### config.mk
export PLATFORM = sky130hd
export DESIGN_NAME = serial_compare_controller
export DESIGN_NICKNAME = d
export VERILOG_FILES = /design/src/rtl/serial_cmp_pkg.sv /design/src/rtl/serial_cmp_core.sv /design/src/rtl/serial_compare_controller.sv
export SDC_FILE = /design/constraint.sdc
export NUM_CORES = 1
export LEC_CHECK = 0
export CAP_MARGIN = 0
export CORE_AREA = 10 10 106 108
export DETAILED_ROUTE_END_ITERATION = 6
export DIE_AREA = 0 0 116 118
export GPL_TIMING_DRIVEN = 0
export PLACE_DENSITY = 0.83
export SLEW_MARGIN = 10
export SYNTH_ARGS = -nofsm -noshare
export SYNTH_HDL_FRONTEND = slang
export SYNTH_HIERARCHICAL = 1
export SYNTH_SLANG_ARGS = --single-unit
### constraint.sdc
create_clock -name clk -period 1.6 [get_ports clk]
set_input_delay 0.32 -clock clk [delete_from_list [all_inputs] [get_ports clk]]
set_output_delay 0.32 -clock clk [all_outputs]
set_load 0.005 [all_outputs]
### src/rtl/serial_cmp_pkg.sv
// -----------------------------------------------------------------------------
// serial_cmp_pkg
// Shared types and constants for the bit-serial compare controller.
//   state_e       : controller FSM states (IDLE, SHIFT, DONE)
//   rel_e         : running relation between operands A and B (EQ, LT, GT)
//   DEFAULT_WIDTH : default operand width
//   rel_to_leg    : converts a relation to the one-hot {L, E, G} result
// -----------------------------------------------------------------------------
package serial_cmp_pkg;

    localparam int DEFAULT_WIDTH = 32;

    typedef enum logic [1:0] {
        IDLE  = 2'd0,
        SHIFT = 2'd1,
        DONE  = 2'd2
    } state_e;

    typedef enum logic [1:0] {
        EQ = 2'd0,
        LT = 2'd1,
        GT = 2'd2
    } rel_e;

    // One-hot result ordered {L, E, G}.
    function automatic logic [2:0] rel_to_leg(input rel_e rel);
        logic [2:0] leg;
        leg = 3'b010;
        case (rel)
            LT:      leg = 3'b100;
            GT:      leg = 3'b001;
            default: leg = 3'b010;
        endcase
        return leg;
    endfunction

endpackage : serial_cmp_pkg

### src/rtl/serial_cmp_core.sv
// -----------------------------------------------------------------------------
// serial_cmp_core
// Running-relation register of the bit-serial comparator. One bit pair is
// folded into the relation on every enabled cycle.
//   LSB-first : any differing pair overwrites the relation (last one wins).
//   MSB-first : only the first differing pair sets the relation.
// Ports:
//   clk       in   clock, rising edge
//   rst       in   asynchronous, active-low reset
//   clear     in   restart the relation at EQ (new operation)
//   en        in   consume a_bit/b_bit this cycle
//   msb_first in   bit order of the current operation
//   a_bit     in   current bit of operand A
//   b_bit     in   current bit of operand B
//   rel       out  running relation of A versus B
// -----------------------------------------------------------------------------
module serial_cmp_core
    import serial_cmp_pkg::*;
(
    input  logic clk,
    input  logic rst,
    input  logic clear,
    input  logic en,
    input  logic msb_first,
    input  logic a_bit,
    input  logic b_bit,
    output rel_e rel
);

    logic differ;
    logic may_update;

    assign differ     = a_bit ^ b_bit;
    // MSB-first locks the relation at the first difference.
    assign may_update = !msb_first || (rel == EQ);

    // NOTE: state registers use non-blocking (<=) assignments so every flop
    // samples the values from before the edge, independent of block order.
    always_ff @(posedge clk or negedge rst) begin
        if (!rst) begin
            rel <= EQ;
        end else if (clear) begin
            rel <= EQ;
        end else if (en && differ && may_update) begin
            rel <= a_bit ? GT : LT;
        end
    end

endmodule : serial_cmp_core

### src/rtl/serial_compare_controller.sv
// -----------------------------------------------------------------------------
// serial_compare_controller
// Captures two WIDTH-bit operands on a start pulse, shifts them out one bit
// pair per clock (LSB-first or MSB-first) into serial_cmp_core, and reports a
// one-hot L/E/G result together with a one-cycle done pulse.
//
// Optional feature: define SIGNED_CMP_EN to add the is_signed port. When
// is_signed is captured as 1 and the operand sign bits differ, the sign
// decides the result. Without the macro every compare is unsigned.
//
// Ports:
//   clk        in   clock, rising edge
//   rst        in   asynchronous, active-low reset
//   start      in   request, sampled only in IDLE or DONE
//   a_in,b_in  in   operands, captured when start is accepted
//   msb_first  in   bit order captured with the operands (0 = LSB-first)
//   is_signed  in   two's-complement compare (SIGNED_CMP_EN only)
//   busy       out  high while pairs are being shifted
//   done       out  one-cycle pulse, L/E/G valid
//   ser_a,ser_b out bit pair consumed this cycle, 0 outside SHIFT
//   L,E,G      out  A<B, A==B, A>B
//
// Timing: start accepted at edge k -> SHIFT for WIDTH cycles, DONE state for
// one cycle, and done/L/E/G register at edge k+WIDTH+1. A start seen in the
// DONE state is accepted at that same edge, giving one result every WIDTH+1
// cycles with no gap.
// -----------------------------------------------------------------------------
module serial_compare_controller
    import serial_cmp_pkg::*;
#(
    parameter int WIDTH = DEFAULT_WIDTH
)(
    input  logic             clk,
    input  logic             rst,
    input  logic             start,
    input  logic [WIDTH-1:0] a_in,
    input  logic [WIDTH-1:0] b_in,
    input  logic             msb_first,
`ifdef SIGNED_CMP_EN
    input  logic             is_signed,
`endif
    output logic             busy,
    output logic             done,
    output logic             ser_a,
    output logic             ser_b,
    output logic             L,
    output logic             E,
    output logic             G
);

    localparam int CNT_W = $clog2(WIDTH + 1);

    state_e             state;
    state_e             state_next;
    logic [WIDTH-1:0]   sh_a;
    logic [WIDTH-1:0]   sh_b;
    logic [CNT_W-1:0]   cnt;
    logic               msb_q;
    logic               accept;
    logic               last_pair;
    logic               in_shift;
    logic               a_bit;
    logic               b_bit;
    rel_e               rel;
    rel_e               rel_final;

    assign in_shift  = (state == SHIFT);
    assign accept    = ((state == IDLE) || (state == DONE)) && start;
    assign last_pair = in_shift && (cnt == CNT_W'(WIDTH - 1));

    // ---------------------------------------------------------------- FSM
    always_ff @(posedge clk or negedge rst) begin
        if (!rst) begin
            state <= IDLE;
        end else begin
            state <= state_next;
        end
    end

    // NOTE: state_next gets a default before the case so no path leaves it
    // unassigned, which would otherwise infer a latch.
    always_comb begin
        state_next = state;
        case (state)
            IDLE:    if (start) state_next = SHIFT;
            SHIFT:   if (last_pair) state_next = DONE;
            DONE:    state_next = start ? SHIFT : IDLE;
            default: state_next = IDLE;
        endcase
    end

    // ---------------------------------------------------------- datapath
    // The next pair always sits at the outgoing end of each shift register:
    // bit 0 for LSB-first (shift right), bit WIDTH-1 for MSB-first (shift left).
    // NOTE: the shift registers are plain flops, not a memory, so they take
    // the asynchronous reset like every other register here.
    always_ff @(posedge clk or negedge rst) begin
        if (!rst) begin
            sh_a  <= '0;
            sh_b  <= '0;
            cnt   <= '0;
            msb_q <= 1'b0;
        end else if (accept) begin
            sh_a  <= a_in;
            sh_b  <= b_in;
            cnt   <= '0;
            msb_q <= msb_first;
        end else if (in_shift) begin
            sh_a  <= msb_q ? {sh_a[WIDTH-2:0], 1'b0} : {1'b0, sh_a[WIDTH-1:1]};
            sh_b  <= msb_q ? {sh_b[WIDTH-2:0], 1'b0} : {1'b0, sh_b[WIDTH-1:1]};
            cnt   <= cnt + CNT_W'(1);
        end
    end

    assign a_bit = msb_q ? sh_a[WIDTH-1] : sh_a[0];
    assign b_bit = msb_q ? sh_b[WIDTH-1] : sh_b[0];
    assign ser_a = in_shift && a_bit;
    assign ser_b = in_shift && b_bit;
    assign busy  = in_shift;

    serial_cmp_core u_core (
        .clk       (clk),
        .rst       (rst),
        .clear     (accept),
        .en        (in_shift),
        .msb_first (msb_q),
        .a_bit     (a_bit),
        .b_bit     (b_bit),
        .rel       (rel)
    );

    // ----------------------------------------------------- sign override
`ifdef SIGNED_CMP_EN
    // Sign bits are kept aside because the shift registers lose them.
    logic signed_q;
    logic sign_a;
    logic sign_b;

    always_ff @(posedge clk or negedge rst) begin
        if (!rst) begin
            signed_q <= 1'b0;
            sign_a   <= 1'b0;
            sign_b   <= 1'b0;
        end else if (accept) begin
            signed_q <= is_signed;
            sign_a   <= a_in[WIDTH-1];
            sign_b   <= b_in[WIDTH-1];
        end
    end

    always_comb begin
        rel_final = rel;
        if (signed_q && (sign_a != sign_b)) begin
            rel_final = sign_a ? LT : GT;
        end
    end
`else
    assign rel_final = rel;
`endif

    // ----------------------------------------------------- result latch
    // The relation is final once the DONE state is reached; it is latched at
    // the edge that closes DONE so done and L/E/G appear together.
    always_ff @(posedge clk or negedge rst) begin
        if (!rst) begin
            done      <= 1'b0;
            {L, E, G} <= 3'b000;
        end else begin
            done <= (state == DONE);
            if (state == DONE) begin
                {L, E, G} <= rel_to_leg(rel_final);
            end
        end
    end

endmodule : serial_compare_controller

# Word-level counts from Yosys, hierarchy flattened
# Index checks and enable logic that the tools add are counted.
# totals
reg_bits,79
# classes
add_sub_neg,1
eq_ne,7
n_mux,18
bitwise_logic,1
reduce_logical,14
# ops
cell,n
$mux 32,6
$mux 6,2
$mux 2,5
$add 6x1->6 const B,1
$eq 6x5->1 const B,1
$logic_and 1x1->1,6
$pmux 2 s3,1
$pmux 3 s2,1
$eq 2x1->1 const B,2
$eq 2x2->1 const B,2
$logic_not 2->1,2
$ne 2x2->1 const B,2
$reduce_bool 2->1,2
$mux 1,3
$logic_or 1x1->1,2
$reduce_and 2->1,1
$logic_not 1->1,1
$xor 1x1->1,1

# Depth between registers and ports, before layout
# logic_depth
depth_word,6
depth_mapped,7
mapped_depth_nobuf,5

# By module
# Netlist, hierarchy kept.
# modules_own_cells
module,n_inst,cells_per_inst,area_each_um2,seq_area_each_um2
serial_compare_controller,1,480,4184.0,1926.8
serial_cmp_core,1,12,108.9,50.0

# Least setup slack after synthesis
# No wires, ideal clock.
# synth_path
path_type,register to register
start,reg msb_q
end,reg u_core.rel[0]
arrival_time_ps,1513
required_time_ps,1506
slack_ps,-7
stages_incl_launch_ff,6
n_path_buf,2
synth_period_minus_slack_ps,1607
cell_sequence,dfrtp_1 > buf_4 > buf_2 > mux2_1 > a211o_1 > a211oi_1
# synth_between
elab_chain_len,5
word_cells_on_any_way,11
# synth_lines
item,line,rtl
start: declaration,serial_compare_controller.sv:58,logic msb_q;
start signal: assignment,serial_compare_controller.sv:107,msb_q <= msb_first;
$mux 1 *,serial_compare_controller.sv:115,assign a_bit = msb_q ? sh_a[WIDTH-1] : sh_a[0];
net a_bit,serial_compare_controller.sv:62,logic a_bit;
$xor 1x1->1,serial_cmp_core.sv:33,assign differ = a_bit ^ b_bit;
$logic_and 1x1->1 (2 in a row),serial_cmp_core.sv:44,end else if (en && differ && may_update) begin
$reduce_bool 2->1 (no source line),--,
end signal: assignment,serial_cmp_core.sv:45,rel <= a_bit ? GT : LT;
end: declaration,serial_cmp_core.sv:27,output rel_e rel
# Mark *: on every way through the listed nets, which the timed path passes. The rest lies on a longest branch. The select of a mux whose other input is x is not followed.
# A chain may end at the register's enable or synchronous reset.

# Final worst setup path
# layout_path
start,reg msb_q
end,out ser_a
# layout_between
elab_chain_len,2
# layout_lines
item,line,rtl
$mux 1,serial_compare_controller.sv:115,
net a_bit,serial_compare_controller.sv:62,
$logic_and 1x1->1,serial_compare_controller.sv:117,assign ser_a = in_shift && a_bit;
end: declaration,serial_compare_controller.sv:44,"output logic ser_a,"
# The timed path passes the listed nets, and every way through them passes these cells.

==> flow_summary.json <==
{
  "cts.path.max_buffers": 2,
  "dieArea_sq_um": 13700,
  "drt_iter0_drc": 301,
  "wl_microns": 11800,
  "pwr-share-seq_pct": 37.3,
  "wl_per_cell_microns": 16.7,
  "totalPowerFinal_mw": 10.2,
  "final_common_cell": "nand2_1",
  "fmax_ghz": 0.554,
  "cp-start-kind": "flop",
  "hold_violations": 0,
  "io-pin-count": 75,
  "fill_cells": 748,
  "cts_tree": "yes",
  "slew_headroom_pct": 72.7,
  "ir_worst_vdd_mv": 0.882,
  "p_leak_nw": 2.42,
  "clk_latency_ps": 350,
  "drv_cap": 0,
  "place_hpwl_microns": 8200,
  "area_delta_synth_final_pct": 33.0,
  "antenna_found_initial": 0,
  "viasPerCell": 5.73,
  "p_switching_mw": 4.00,
  "drt_first_pass_iters": 5,
  "r2r_end": "u_core/rel[0]",
  "cts_root_buffer": "clkbuf_8",
  "drive_above_1_share_pct": 17.6,
  "path_buf_inv": 2,
  "worstPathRequired_ps": 1280,
  "die_h_microns": 118,
  "numPortBuffers": 74,
  "min_period_ps": 1800,
  "r2r_slack_ps": -120,
  "path_class": "reg -> out",
  "grt_pass1_wl_microns": 19900,
  "fin_crit_sh_pct": 113,
  "drv_slew": 0,
  "start_util_pct": 47.1,
  "h-tree-depth": 3,
  "slowest_delay_ps": 450,
  "worst-path-stages": 4,
  "antenna_left": 0,
  "rsz0062_at_grt": "yes",
  "hold_class": "in -> async",
  "ys_types": 30,
  "timing.rr.start": "msb_q",
  "path_clk_slew_ps": 80,
  "powerDensity_nw_per_um2": 1790,
  "syn_avg_cell_area_sq_um": 8.73,
  "status": "finished with violations",
  "diodes": 0,
  "combPwrFrac_pct": 47.8,
  "crit_arrival_ps": 1480,
  "die_w_microns": 116,
  "grt_pass1_vias": 4150,
  "syn-num-nets": 563,
  "rr_worst_depth": 6,
  "vias": 4062,
  "violations": "negative setup slack",
  "rows": 35,
  "fin_worst_skew_ps": 19.0,
  "finalSetupViolCount": 4,
  "final_nets": 664,
  "path_cells": "buf_6, mux2_4, and2_4, buf_6",
  "critPathLaunch": "msb_q",
  "grt_start_max_net_pins": 56,
  "netlist_area_sq_um": 4290,
  "intPower_mw": 6.20,
  "final_util_pct": 62.7,
  "syn_inst": 492,
  "synth_flop_cell": "dfrtp_1",
  "yosys_warnings": 6,
  "gp_congestion": 0.832,
  "cts_buffers": 9,
  "slowest_stage": "dfrtp_2",
  "swShare_pct": 39.2,
  "p_clk_share_pct": 14.9,
  "ys_seq_area_share_pct": 46.1,
  "synthArstFlopShare_pct": 100,
  "fin_ws_ps": -204,
  "cts_sinks": 79,
  "yosys.area.top_type_share_pct": 46.1,
  "crit_path_frequent_cell": "buf_6",
  "synth-edff-count": 0,
  "critPathMaxFanout": 4,
  "grt_overflow": 0,
  "coreArea_sq_um": 9110,
  "tightest_slew_ps": 410,
  "endpoint_kind": "output port",
  "drc": 0,
  "synthTopCellsByArea": "dfrtp_1 (46%), nand2_1 (12%), a211oi_1 (11%)",
  "layout_common_cells": "nand2_1 (133), dfrtp_1 (77), clkdlybuf4s50_1 (70)",
  "track_usage_pct": 17.3,
  "crit_family": "flip-flops",
  "yosys_register_bits": 79,
  "yosysTopAreaCell": "dfrtp_1"
}
[worst max path at each step]
| stage | to | slack, ps |
|---|---|---|
| after global routing | ser_a | -230 |
| after detailed placement | ser_a | -560 |
| final | ser_a | -200 |
| after global placement | sh_b[15] | -2560 |
| after floorplan | u_core/rel[0] | 20 |
| after CTS | ser_a | -270 |
[registers in the layout, indices dropped and copies added, names as in the netlist]
signal and flops:
L 1, G 1, state 2, sh_b 32, done 1, sh_a 32, msb_q 1, u_core/rel 2
cnt 6, E 1
[power groups by stage]
| stage | Sequential (mW) | Clock, mW | Combinational (mW) |
|---|---|---|---|
| floorplan | 3.53 | 0 | 3.18 |
| global placement | 3.71 | 0 | 4.01 |
| detailed placement | 3.75 | 0 | 4.25 |
| CTS | 3.74 | 1.55 | 4.71 |
| global route | 3.93 | 1.65 | 5.42 |
| finish | 3.81 | 1.52 | 4.87 |
[Yosys cell counts (all sizes together) (2+ instances only)]
| cell type | count |
|---|---|
| nand2 | 134 |
| dfrtp | 79 |
| a211oi | 62 |
| a31oi | 62 |
| nor2b | 60 |
| buf | 27 |
| clkbuf | 17 |
| inv | 7 |
| nand3 | 7 |
| mux2 | 6 |
| o21ai | 5 |
| and2 | 3 |
| ha | 3 |
| nand2b | 3 |
| a211o | 2 |
| a21oi | 2 |
| mux2i | 2 |
| nor2 | 2 |
| nor3 | 2 |
| nor4bb | 2 |
[per-layer routing]
| metal | track usage, % | wire length [microns] | part of all wire [%] |
|---|---|---|---|
| met3 | 3.62 | 888 | 7.5 |
| met1 | 22.5 | 5030 | 42 |
| met2 | 27.7 | 5790 | 49 |
| met4 | 5.48 | 133 | 1.1 |
| met5 | 0 | 0 | 0 |
[worst register-to-register path: stages (launching register included)]
cell and delay [ps]:
dfrtp_2 450, buf_6 140, mux2_4 310, buf_4 140, buf_6 120, a211o_1 250
a211oi_2 230
[final cells by class]
type	instances	area [sq um]	area share, %
multi-input combinational	362	2160	37.8
sequential	79	1980	34.7
timing repair buffer	91	893	15.7
buffer	43	299	5.24
tap	111	139	2.43
clock buffer	10	138	2.41
clock inverter	6	67.6	1.18
inverter	7	33.8	0.592
[cells by family (layout without fill, tap and decap cells)]
logic type / count (synthesis) / count (layout) / synth area share [%]
fa+ha+maj: 3 / 3 / 0.874
compound gates: 135 / 135 / 21.5
mux: 8 / 8 / 2.04
simple gates: 215 / 215 / 23.3
buf+inv: 51 / 157 / 5.95
xor+xnor: 1 / 1 / 0.204
flops: 79 / 79 / 46.1
[what timing repair did]
action | 4_1_cts | 5_1_grt
cloned | 0 | 0
resized for setup | 45 | 39
hold buffers | 1 | 0
pin swaps | 5 | 3
endpoints found under the hold margin | 24 | 0
setup endpoints to repair | 15 | 62
setup buffers | 14 | 2
[stage by stage]
stage               setup WS, ps  TNS, ps  cells  instance area, sq um  hold slack [ps]
global route                -234     -678    709                  5710              449
CTS                         -273     -834    709                  5630              424
finish                      -204     -527    709                  5710              418
global placement           -2560  -209820    677                  5170              480
detailed placement          -557    -9430    678                  5200              257
floorplan                   20.8        0    492                  4300             24.4
No activity file was read; power rests on OpenSTA's default activity.
